--- src/rtl/tsv_link_pkg.sv ---
// Shared types and sizing helpers for the layer-2 to layer-3 TSV link.
// Serializer state, default geometry and width functions.
package tsv_link_pkg;

   typedef enum logic {
      IDLE = 1'b0,
      SEND = 1'b1
   } state_e;

   localparam int DEF_DATA_W  = 32;
   localparam int DEF_LANES   = 4;
   localparam int DEF_CREDITS = 2;

   function automatic int beats(input int data_w, input int lanes);
      return data_w / lanes;
   endfunction

   function automatic int credit_w(input int credits);
      return $clog2(credits + 1);
   endfunction

   // Counter width for 0..n-1, never narrower than one bit.
   function automatic int idx_w(input int n);
      return (n > 1) ? $clog2(n) : 1;
   endfunction

endpackage

--- src/rtl/tsv_credit_counter.sv ---
// Receiver-credit tracker for the TSV link.
// Up on returned credit, down on accepted frame, sticky overflow flag.
module tsv_credit_counter
   import tsv_link_pkg::*;
#(
   parameter int CREDITS = DEF_CREDITS,
   parameter int CW      = credit_w(DEF_CREDITS)
) (
   input  logic          clk_i,
   input  logic          rst_i,
   input  logic          credit_i,
   input  logic          take_i,
   output logic [CW-1:0] cnt_o,
   output logic          avail_o,
   output logic          err_o
);

   logic [CW-1:0] cnt_q, cnt_d;
   logic          err_q, err_d;

   always_ff @(posedge clk_i or posedge rst_i) begin
      if (rst_i) begin
         cnt_q <= CW'(CREDITS);
         err_q <= 1'b0;
      end else begin
         cnt_q <= cnt_d;
         err_q <= err_d;
      end
   end

   // A take is only issued when a credit is available, so no underflow.
   always_comb begin
      cnt_d = cnt_q;
      err_d = err_q;
      if (credit_i && !take_i) begin
         if (cnt_q == CW'(CREDITS)) begin
            err_d = 1'b1;
         end else begin
            cnt_d = cnt_q + 1'b1;
         end
      end else if (take_i && !credit_i) begin
         cnt_d = cnt_q - 1'b1;
      end
   end

   assign cnt_o   = cnt_q;
   assign avail_o = (cnt_q != '0);
   assign err_o   = err_q;

endmodule

--- src/rtl/tsv_link_tx.sv ---
// Credit-flow-controlled serializer of parallel words onto a TSV lane bundle.
// Framing with start-of-frame and per-beat odd parity.
module tsv_link_tx
   import tsv_link_pkg::*;
#(
   parameter int DATA_W  = DEF_DATA_W,
   parameter int LANES   = DEF_LANES,
   parameter int CREDITS = DEF_CREDITS
) (
   input  logic              clk1,
   input  logic              rst,
   input  logic              in_valid,
   output logic              in_ready,
   input  logic [DATA_W-1:0] in_data,
   output logic [LANES-1:0]  tsv_data,
   output logic              tsv_frame,
   output logic              tsv_sof,
   output logic              tsv_par,
   input  logic              tsv_credit,
   output logic [15:0]       frames_sent,
   output logic              err_credit,
   output logic              busy
);

   localparam int BEATS = beats(DATA_W, LANES);
   localparam int BW    = idx_w(BEATS);
   localparam int CW    = credit_w(CREDITS);

   state_e            state_q, state_d;
   logic [DATA_W-1:0] shreg_q, shreg_d;
   logic [BW-1:0]     beat_q, beat_d;
   logic [15:0]       frames_q, frames_d;

   logic          credit_avail;
   logic [CW-1:0] credit_cnt;
   logic          last_beat;
   logic          accept;
   logic          sending;

   tsv_credit_counter #(
      .CREDITS (CREDITS),
      .CW      (CW)
   ) u_credit (
      .clk_i    (clk1),
      .rst_i    (rst),
      .credit_i (tsv_credit),
      .take_i   (accept),
      .cnt_o    (credit_cnt),
      .avail_o  (credit_avail),
      .err_o    (err_credit)
   );

   assign sending   = (state_q == SEND);
   assign last_beat = sending && (beat_q == BW'(BEATS - 1));
   assign in_ready  = credit_avail && ((state_q == IDLE) || last_beat);
   assign accept    = in_valid && in_ready;

   always_ff @(posedge clk1 or posedge rst) begin
      if (rst) begin
         state_q  <= IDLE;
         shreg_q  <= '0;
         beat_q   <= '0;
         frames_q <= '0;
      end else begin
         state_q  <= state_d;
         shreg_q  <= shreg_d;
         beat_q   <= beat_d;
         frames_q <= frames_d;
      end
   end

   always_comb begin
      state_d  = state_q;
      shreg_d  = shreg_q;
      beat_d   = beat_q;
      frames_d = frames_q;
      unique case (state_q)
         IDLE: begin
            if (accept) begin
               shreg_d = in_data;
               beat_d  = '0;
               state_d = SEND;
            end
         end
         SEND: begin
            shreg_d = shreg_q >> LANES;
            beat_d  = beat_q + 1'b1;
            if (last_beat) begin
               if (frames_q != 16'hFFFF) begin
                  frames_d = frames_q + 16'd1;
               end
               // A word accepted on the last beat follows with no gap.
               if (accept) begin
                  shreg_d = in_data;
                  beat_d  = '0;
               end else begin
                  state_d = IDLE;
               end
            end
         end
         default: state_d = IDLE;
      endcase
   end

   // Line outputs come straight from state registers so reset blanks them at once.
   assign tsv_data    = sending ? shreg_q[LANES-1:0] : '0;
   assign tsv_frame   = sending;
   assign tsv_sof     = sending && (beat_q == '0);
   assign tsv_par     = sending && ~^shreg_q[LANES-1:0];
   assign frames_sent = frames_q;
   assign busy        = sending;

endmodule

--- config.mk ---
export PLATFORM = sky130hd
export DESIGN_NAME = tsv_link_tx
export DESIGN_NICKNAME = d
export VERILOG_FILES = /design/src/rtl/tsv_link_pkg.sv /design/src/rtl/tsv_credit_counter.sv /design/src/rtl/tsv_link_tx.sv
export SDC_FILE = /design/constraint.sdc
export NUM_CORES = 1
export LEC_CHECK = 0
export BUFFER_PORTS_ARGS = -buffer_cell sky130_fd_sc_hd__buf_2
export CAP_MARGIN = 30
export CORE_UTILIZATION = 25
export DETAILED_ROUTE_END_ITERATION = 10
export PLACE_DENSITY = 0.44
export SLEW_MARGIN = 20
export SYNTH_ARGS = -nofsm -noshare
export SYNTH_HDL_FRONTEND = slang
export SYNTH_SLANG_ARGS = --single-unit
--- constraint.sdc ---
create_clock -name clk1 -period 4.7 [get_ports clk1]
set_input_delay 0.235 -clock clk1 [delete_from_list [all_inputs] [get_ports clk1]]
set_output_delay 0.235 -clock clk1 [all_outputs]
set_load 0.03 [all_outputs]
Yosys cells after proc, flatten, opt, wreduce, memory -nomap -nowiden --
Cells that the tools add are included.
Storage, ports and cells: memory bits (writable) 0, output and inout bits 26, word-level logic and storage cells 48, register bits after elaboration 55, bits in read-only memories 0, bits of input ports 36, memories 0, bits in latches 0
Cells by class: div/mod/pow operators 0, add/subtract/negate cells 4, reduce and logical (&&, ||, !) cells 17, equality and inequality tests 5, multiply operators 0, magnitude comparators 0, bitwise gates (word level) 1, mux-type cells 15, shift operators 0
Operators by type and width (count):
- 2-to-1 mux 32 bit | 3
- case mux 32 bit (2 select lines) | 1
- adder 16 x 1 -> 16 bit, second input constant | 1
- != test 16 bit, second input constant | 1
- 2-to-1 mux 3 bit | 3
- logical AND 1 bit | 7
- 2-to-1 mux 2 bit | 3
- case mux 3 bit (2 select lines) | 1
- 2-to-1 mux 4 bit | 1
- AND reduction 2 bit | 2
- nonzero test 2 bit | 2
- XNOR reduction 4 bit | 1
- adder 3 x 1 -> 3 bit, second input constant | 1
- == test 3 bit, second input constant | 1
- logical NOT 3 bit | 1
- AND reduction 3 bit | 1
- adder 2 x 1 -> 2 bit, second input constant | 1
- == test 2 bit, second input constant | 1
- logical NOT 1 bit | 2
- 2-to-1 mux 1 bit | 2
- != test 2 x 1 -> 1 bit, second input constant | 1
- != test 2 bit, second input constant | 1
- case mux 1 bit (2 select lines) | 1
- subtractor 2 x 1 -> 2 bit, second input constant | 1
- 2 further kinds | 2

Longest topological paths before layout --
Gate-level depths: netlist of run 1.
depth after elaboration 9, mapped depth 8, gate-level depth less buffers 6

Modules after synthesis --
A second synthesis of run 1 with hierarchy kept.
Second synthesis, totals: cells, all modules 259, area total of the unflattened synthesis 2686.3 um^2
By module, submodules not included:
- tsv_link_tx | sequential area each 1301.2 um^2, cells each 243, times used 1, area an instance 2523.7 um^2
- tsv_credit_counter | sequential area each 76.3 um^2, cells each 16, times used 1, area an instance 162.7 um^2

Worst setup path before layout of run 1 --
Ideal clock, no wire load.
kind register to register, start register state_q (netlist: busy), end register frames_q[12] (netlist: frames_sent[12]), data required time 4619 ps, setup time 81 ps, arrival 1699 ps, path slack 2920 ps, period minus slack after synthesis 1780 ps, stages on the path, launching flop included 6, path buffers 1, cell sequence dfrtp_1 buf_2 nand2_2 or4_4 nor3_2 xor2_1
Between the ends: longest elaborated chain between the ends 2
Ends and longest elaborated chain:
- from (decl) | line tsv_link_tx.sv:29 | state_e state_q, state_d;
- from (signal assigned) | line tsv_link_tx.sv:65 | state_q <= state_d;
- logical AND 1 bit | line tsv_link_tx.sv:54 | assign last_beat = sending && (beat_q == BW'(BEATS - 1));
- AND reduction 3 bit (no line) (*)
- to (signal assigned) | line tsv_link_tx.sv:68 | frames_q <= frames_d;
- to (decl) | line tsv_link_tx.sv:32 | logic [15:0] frames_q, frames_d;
Every way passes the cells marked *; elsewhere a longest branch is shown, timed or not. A chain may end at the register's enable or synchronous reset.

Worst setup path after layout of run 1 --
start register state_q (netlist: busy), end register u_credit.cnt_q[1] (netlist: u_credit.cnt_o[1])
Between the ends: longest elaborated chain between the ends 8, elaborated cells on any way between the ends 12
Ends and longest elaborated chain:
- logical AND 1 bit or NOT 1 bit (tied branches)
- logical OR 1 bit (*) | line tsv_link_tx.sv:55 | assign in_ready = credit_avail && ((state_q == IDLE) || last_beat);
- logical AND 1 bit (*) | line tsv_link_tx.sv:55
- logical AND 1 bit (*) | line tsv_link_tx.sv:56 | assign accept = in_valid && in_ready;
- logical NOT 1 bit | line tsv_credit_counter.sv:35 | if (credit_i && !take_i) begin
- logical AND 1 bit | line tsv_credit_counter.sv:35
- != test 2 bit (no line) or nonzero test 2 bit (tied branches)
- AND reduction 2 bit (no line)
- to (signal assigned) | line tsv_credit_counter.sv:23 | cnt_q <= CW'(CREDITS);
- to (signal assigned) | line tsv_credit_counter.sv:26 | cnt_q <= cnt_d;
- to (decl) | line tsv_credit_counter.sv:18 | logic [CW-1:0] cnt_q, cnt_d;
Marks and branches as above.

==> run summary, run 1 <==
The share of synthesized area occupied by flip-flops and latches is 0.503. The number of cells on the worst reg-to-reg path is 6. 0 antenna diodes ended up in the layout. The distinct cell type count of the synthesized netlist is 44. Setup repair after global routing left no endpoint under its margin.

The die is 107 µm wide. The number of core rows is 37. The per-instance average area after synthesis came out at 10.4 µm². The buffer levels on the longest clock path is 2. The clock drives 55 sinks. The final sum of negative setup slack came out at 0 ns. The routability congestion estimate is 0.730. The synthesized design spends more area on one cell type than any other, namely sky130_fd_sc_hd__dfrtp_1.

The library cell used most frequently in the layout, excluding fill and tap cells, is sky130_fd_sc_hd__buf_2. The worst-case IR drop observed on VDD is 0.153 mV. The critical path is of the reg2reg type. The path class of the tightest hold or removal check is in2reg. The clock-pin transition on the worst setup and hold timing paths came out at 0.10 ns. The transition at the pin with the smallest max-transition slack came out at 0.570 ns. The synthesized netlist net count is 304. The Yosys warning count came out at 0. The layout-stage area growth over the synthesis result came out at 21.4%. The initial antenna violation count is 0. The count of non-filler cells in the finished layout is 460. Synthesis inferred 55 register bits. Of the cells placed in the final design, the portion with a size suffix greater than 1 is 0.259. The worst hold path stage count is 3. The share of flip-flops with an asynchronous set or reset after synthesis came out at 1.00. In the layout the commonest cells are sky130_fd_sc_hd__buf_2 (61), sky130_fd_sc_hd__dfrtp_1 (53), sky130_fd_sc_hd__nand2_1 (45).

The global-route wire length before repair is 9.82 mm. The number of nets with antenna violations after routing came out at 0. Yosys attributes the largest share of cell area to sky130_fd_sc_hd__dfrtp_1 (49%), sky130_fd_sc_hd__mux2i_1 (11%), sky130_fd_sc_hd__nand2_1 (6.2%), sky130_fd_sc_hd__o21ai_0 (5.5%), sky130_fd_sc_hd__xor2_1 (3.5%). The most used flip-flop cell after synthesis is sky130_fd_sc_hd__dfrtp_1. The via count of the first global-routing pass came out at 1,906. The final number of hold-violating endpoints came to 0.

The number of primary I/O pins came out at 62. The highest fanout seen on the critical path came out at 66. The slack of the worst reg-to-reg path is 2.56 ns. The count of maximum capacitance violations came out at 0.

Counting flops with a built-in enable in the synthesized netlist gives 0. The initial utilization of the core area, before any placement, comes to 0.262. The post-route fraction of the period consumed by the critical path came out at 0.455. Registers take 0.00138 mm². The worst relative slew slack came out at 0.620. TritonCTS built the clock tree. The data arrival at the endpoint of the critical path is 2.37 ns. Across every metal layer, demand over resource in global routing totals 0.111.

In the final routed layout, each cell accounts on average for 13.0 µm. The number of buffers inserted by hold repair at cts came out at 1. The total detailed-routing wirelength came out at 6.00 mm. The number of design rule violations left after detail routing is 0. The kind of start point of the critical path is a flop. The number of standard cells after synthesis is 264. Power spread over the standard cell area amounts to 544 mW/mm². The share of the synthesized area in the top cell type is 0.493.

Based on the critical path, the design can be clocked at up to 468 MHz. Detailed placement ended at an HPWL of 4.34 mm. The data required time at the worst endpoint is 4.93 ns.

The number of gates given a new drive strength after cts came out at 0. The number of placed cells counting well taps came out at 451. Counting the buffers created by CTS gives 5. The filler cells instantiated in the layout total 1,135. The global-route congestion overflow total came out at 0. The area of the mapped netlist is 0.00274 mm². The post-detailed-route via-to-cell ratio is 4.35.

The final worst clock skew came out at 0.00884 ns. The signal on the critical path passes through buf_12 > nor2b_1 > nor3b_4 > buf_4 > a21oi_1 > xnor2_1. The post-CTS repair timing setup buffer count is 0. The final setup violation count came out at 0.

The count of H-tree levels built during CTS came out at 2. The later pin in the worst-skew pair is clocked with a latency of 0.31 ns. The post-layout minimum cycle time came out at 2.14 ns.

The run finished with clean final reports. The number of buffers added on ports came out at 61. The core area came out at 0.0105 mm².

In this design, the stage delay of the slowest critical-path cell is 0.58 ns. The slowest stage of the critical path belongs to the cell sky130_fd_sc_hd__dfrtp_2. The number of buffers and inverters on the critical path came out at 2. After the first detailed-routing iteration, the DRC count stood at 60. In this run the static leakage power is 0.00170 µW. The kind of cell with the highest combined delay along the critical path is buffers and inverters.

The capturing element type of the critical path is a flop. The number of slew-limit violations in the final report is 0. The number of detailed-routing iterations run before antenna repair came out at 4.

The via count came out at 2,001. The die height came out at 107 µm. The power consumption is 1810 µW.

The multi-input logic area is 0.00129 mm². The die area is 0.0114 mm². The number of gates on the worst path with buffers counted is 6. The number of nets in the finished design is 363. The CTS root buffer is sky130_fd_sc_hd__clkbuf_8. Entering global routing, the biggest net connects 67 pins.
metrics by stage:
stage               hold slack, ns  utilization  area (µm²)  setup slack [ns]
finish                       0.111        0.318        3330              2.56
detailed placement           0.276        0.306        3200              2.56
CTS                          0.102        0.318        3330              2.53
floorplan                    0.340            -        2740              2.92
global placement             0.280        0.304        3180              2.38
global route                 0.123        0.318        3330              2.38
area by class of cell:
cell class	instances	share of cell area
repair buffers	65	0.105
clock inverters	2	0.0105
clock buffers	6	0.0248
well taps	136	0.0511
inverters	5	0.00564
flip-flops and latches	55	0.414
multi-input cells	191	0.388
final timing paths:
kind	from	to
setup / recovery	busy	u_credit.cnt_o[1]
hold / removal	in_data[28]	shreg_q[28]
setup reg to reg	busy	u_credit.cnt_o[1]
hold reg to reg	u_credit.err_o	u_credit.err_o
max in group asynchronous	rst	u_credit.cnt_o[1]
min in group asynchronous	rst	shreg_q[18]
where the power goes:
group          leakage [µW]  switching, µW  total, µW  internal, µW
Clock             0.0000612            156        329           173
Sequential         0.000711            139        772           633
Combinational      0.000929            411        710           298
Total               0.00170            706       1810          1100
synth_stat cells (2+ instances only):
| cell type | instances |
|---|---|
| sky130_fd_sc_hd__nand3b_1 | 5 |
| sky130_fd_sc_hd__xnor2_1 | 4 |
| sky130_fd_sc_hd__mux2i_1 | 31 |
| sky130_fd_sc_hd__nor3_1 | 3 |
| sky130_fd_sc_hd__ha_1 | 4 |
| sky130_fd_sc_hd__nor2b_1 | 2 |
| sky130_fd_sc_hd__clkbuf_1 | 3 |
| sky130_fd_sc_hd__a21oi_1 | 4 |
| sky130_fd_sc_hd__nand3_1 | 3 |
| sky130_fd_sc_hd__buf_1 | 3 |
| sky130_fd_sc_hd__nand4_1 | 3 |
| sky130_fd_sc_hd__a21boi_0 | 2 |
| sky130_fd_sc_hd__xor2_1 | 11 |
| sky130_fd_sc_hd__a211oi_1 | 4 |
| sky130_fd_sc_hd__nor2_1 | 11 |
| sky130_fd_sc_hd__nand2_1 | 45 |
| sky130_fd_sc_hd__and4_1 | 2 |
| sky130_fd_sc_hd__and2_1 | 5 |
| sky130_fd_sc_hd__o21bai_1 | 2 |
| sky130_fd_sc_hd__and3_1 | 2 |
| sky130_fd_sc_hd__o21ai_0 | 30 |
| sky130_fd_sc_hd__dfrtp_1 | 54 |
| sky130_fd_sc_hd__buf_2 | 6 |
| sky130_fd_sc_hd__inv_1 | 5 |
flip-flops by register name, indices dropped and copies added (netlist names):
| name | cells |
|---|---|
| beat_q | 3 |
| busy | 1 |
| frames_sent | 16 |
| shreg_q | 32 |
| u_credit.cnt_o | 2 |
| u_credit.err_o | 1 |
worst min-delay path, stage by stage:
cell and delay (ns):
sky130_fd_sc_hd__buf_2 0.07, sky130_fd_sc_hd__nand2_1 0.04, sky130_fd_sc_hd__nand2_1 0.04
kinds of logic after synthesis:
kind of cell,synth area share
XOR/XNOR,0.0479
multiplexers,0.117
adder cells (fa/ha/maj),0.0183
AO/OA/AOI/OAI,0.0936
AND/OR/NAND/NOR,0.192
buffers and inverters,0.0288
flip-flops,0.503
per-layer routing:
| layer | part of all wire | vias to the layer above | track usage |
|---|---|---|---|
| li1 | - | 1032 | - |
| met1 | 0.51 | 937 | 0.155 |
| met2 | 0.44 | 28 | 0.173 |
| met3 | 0.037 | 4 | 0.0243 |
| met4 | 0.010 | 0 | 0.0294 |
| met5 | 0 | - | 0 |
(Power assumes the default switching activity.)
==> run 2, diff against run 1 <==
- PLACE_DENSITY: 0.44 -> 0.46
- clock period: 4.7 -> 1.8 ns (I/O delays scaled with it)
==> run summary, run 2 (synthesized netlist as in run 1, its figures left out) <==
In this run the count of I/O pins placed on the die edge is 62. The first TritonRoute pass finished after 4 iterations. The width of the die came out at 107 µm. The global-route wire length before repair is 10.4 mm. The highest achievable clock rate is 584 MHz. The cell area after placement is 0.00330 mm². Along the worst path, the maximum fanout reaches 4. Relative to the synthesized area, the layout overhead comes to 36.6%. The number of cells on the worst reg-to-reg path is 6. The top cell types in the final layout, fill and taps aside, are sky130_fd_sc_hd__buf_2 (61), sky130_fd_sc_hd__dfrtp_1 (53), sky130_fd_sc_hd__nand2_1 (45). The total detailed-routing wirelength is 6.29 mm. In this run the tool buffered the top-level ports with 61 buffer cells. The analysis attributes to cell leakage a power of 0.00188 µW. The number of nets in the finished design is 404. The number of placed cells counting well taps is 463.

In this run the most critical hold path is launched from in_data[5]. Setup violations remaining at the end of the flow were counted as 0. The startpoint identified for the worst register-to-register timing path is beat_q[0]. The post-route fraction of the period consumed by the critical path came out at 0.951. The routability congestion estimate is 0.735. Summed over all nets, the half-perimeter wirelength after detailed placement is 4.50 mm.

Dividing total power by cell area gives a power density of 1310 mW/mm². The via count of the first global-routing pass is 2,136. The area used by sequential logic in the layout is 0.00138 mm². The clock sink count came out at 55.

Measured against its own limit, the worst slew margin works out to 0.592. The initial antenna violation count was 0. The maximum single-stage delay on the critical path is 0.53 ns.

The worst reg2reg path endpoint is frames_sent[12]. The core area is 0.0105 mm². Setup repair after global routing could not meet its margin everywhere.

The transition at the pin with the smallest max-transition slack is 0.611 ns. The final number of hold-violating endpoints is 0. The post-layout minimum cycle time came out at 1.71 ns. The number of core rows is 37. The kind of cell with the highest combined delay along the critical path is simple AND/OR/NAND/NOR gates. The kind of start point of the critical path is a flop. For this configuration, the core starts out at a cell density of 0.262. The slack of the worst reg-to-reg path came out at 0.09 ns.

The number of buffers and inverters on the critical path is 0. After filler insertion, the fill cell instance count of the layout stands at 1,112. Ranked by flip-flop count, first place goes to shreg_q. The critical path class is reg2reg. The final worst clock skew is 0.0110 ns. After detailed routing, the average wire length per cell comes to 12.5 µm.

The global-route congestion overflow total is 0. The number of nets with antenna violations after routing is 0. The capturing element type of the critical path is a flop. The multi-input logic area came out at 0.00132 mm².

The total clock buffers created by CTS is 5. The register with the most flip-flops in the layout has 32 of them. The count of H-tree levels built during CTS came out at 2. The clock latency of the later-clocked register in the worst-skew pair came out at 0.31 ns.

The clock-pin transition on the worst setup and hold timing paths came out at 0.10 ns. The power consumption is 4890 µW. The flow ran to the end, and the final reports show no timing, DRC or antenna violations.

The data required time at the worst endpoint is 2.04 ns. The floorplan step defined a die boundary enclosing 0.0114 mm². The die height came out at 107 µm.

For hold timing, the worst endpoint is shreg_q[5]. The root buffer cell chosen for the clock tree is sky130_fd_sc_hd__clkbuf_8. The number of gates on the worst path with buffers counted came out at 6. The longest clock path from root to sink contains 2 buffers. Of the cells placed in the final design, the portion with a size suffix greater than 1 is 0.279. The count of maximum capacitance violations came out at 0. The library cell used most frequently in the layout, excluding fill and tap cells, is sky130_fd_sc_hd__buf_2. The post-route cell area is 0.00374 mm². For this run, design rule violations remaining after detail routing come to 0. The count of non-filler cells in the finished layout is 501. The worst hold path stage count is 3. The total global-route track usage came out at 0.116.

The data arrival at the endpoint of the critical path came out at 1.95 ns. IR analysis of the VDD net gives a maximum drop of 0.443 mV. The worst hold path belongs to the class in2reg. The pre-CTS setup slack came out at 0.0677 ns.

The final critical-path setup slack is 0.0881 ns. The maximum number of pins on one net before global-route repair came out at 44. The first routing iteration left 83 violations. The cell type of the slowest stage on the worst timing path is sky130_fd_sc_hd__or4_4. The number of antenna diodes in the final layout is 0. The via count is 2,227. Walking the worst path, the cells encountered are ha_2 > ha_4 > nand2_2 > or4_4 > nor3_2 > xor2_1. The post-detailed-route via-to-cell ratio is 4.45. The number of slew-limit violations in the final report came out at 0. TritonCTS built the clock tree.
## run 2: stage by stage
stage	setup TNS [ns]	utilization	hold slack (ns)
CTS	0	0.354	0.00510
finish	0	0.358	0.000173
global route	-0.0161	0.358	0.0190
global placement	0	0.316	0.210
floorplan	0	-	0.195
detailed placement	0	0.316	0.205
## run 2: where the power goes
group,switching (µW),internal [µW],total [µW]
clock,424,422,846
sequential,320,1650,1970
combinational,1170,901,2070
## run 2: repair_timing
action / CTS / global route
buffers inserted: 0 / 1
hold buffers: 29 / 0
endpoints found under the setup margin: 0 / 22
gates resized for setup: 0 / 6
hold endpoints to repair: 53 / 0
## run 2: cell type report
class	instances	area share
repair buffers	106	0.198
inverters	5	0.00501
clock inverters	3	0.0127
multi-input cells	191	0.352
clock buffers	5	0.0184
well taps	136	0.0455
flip-flops and latches	55	0.368
## run 2: how the worst max path moves through the flow
stage	start	endpoint	slack (ns)
after floorplan	busy	frames_sent[12]	0.02
after global routing	beat_q[0]	frames_sent[12]	-0.01
after detailed placement	beat_q[0]	frames_sent[12]	0.07
final	beat_q[0]	frames_sent[12]	0.09
after global placement	beat_q[0]	frames_sent[12]	0.12
after CTS	beat_q[0]	in_ready	0.03
## run 2: worst min-delay path: stages
cell                      delay, ns
sky130_fd_sc_hd__buf_2         0.08
sky130_fd_sc_hd__nand2_1       0.04
sky130_fd_sc_hd__o21ai_0       0.06
## run 2: metal layers
metal  wire length, µm  up-vias  part of all wire  GRT usage
li1                  -     1125                 -          -
met1              3210     1059              0.51      0.170
met2              2750       37              0.44      0.170
met3               221        6             0.035     0.0201
met4                99        0             0.016     0.0382
met5                 0        -                 0          0
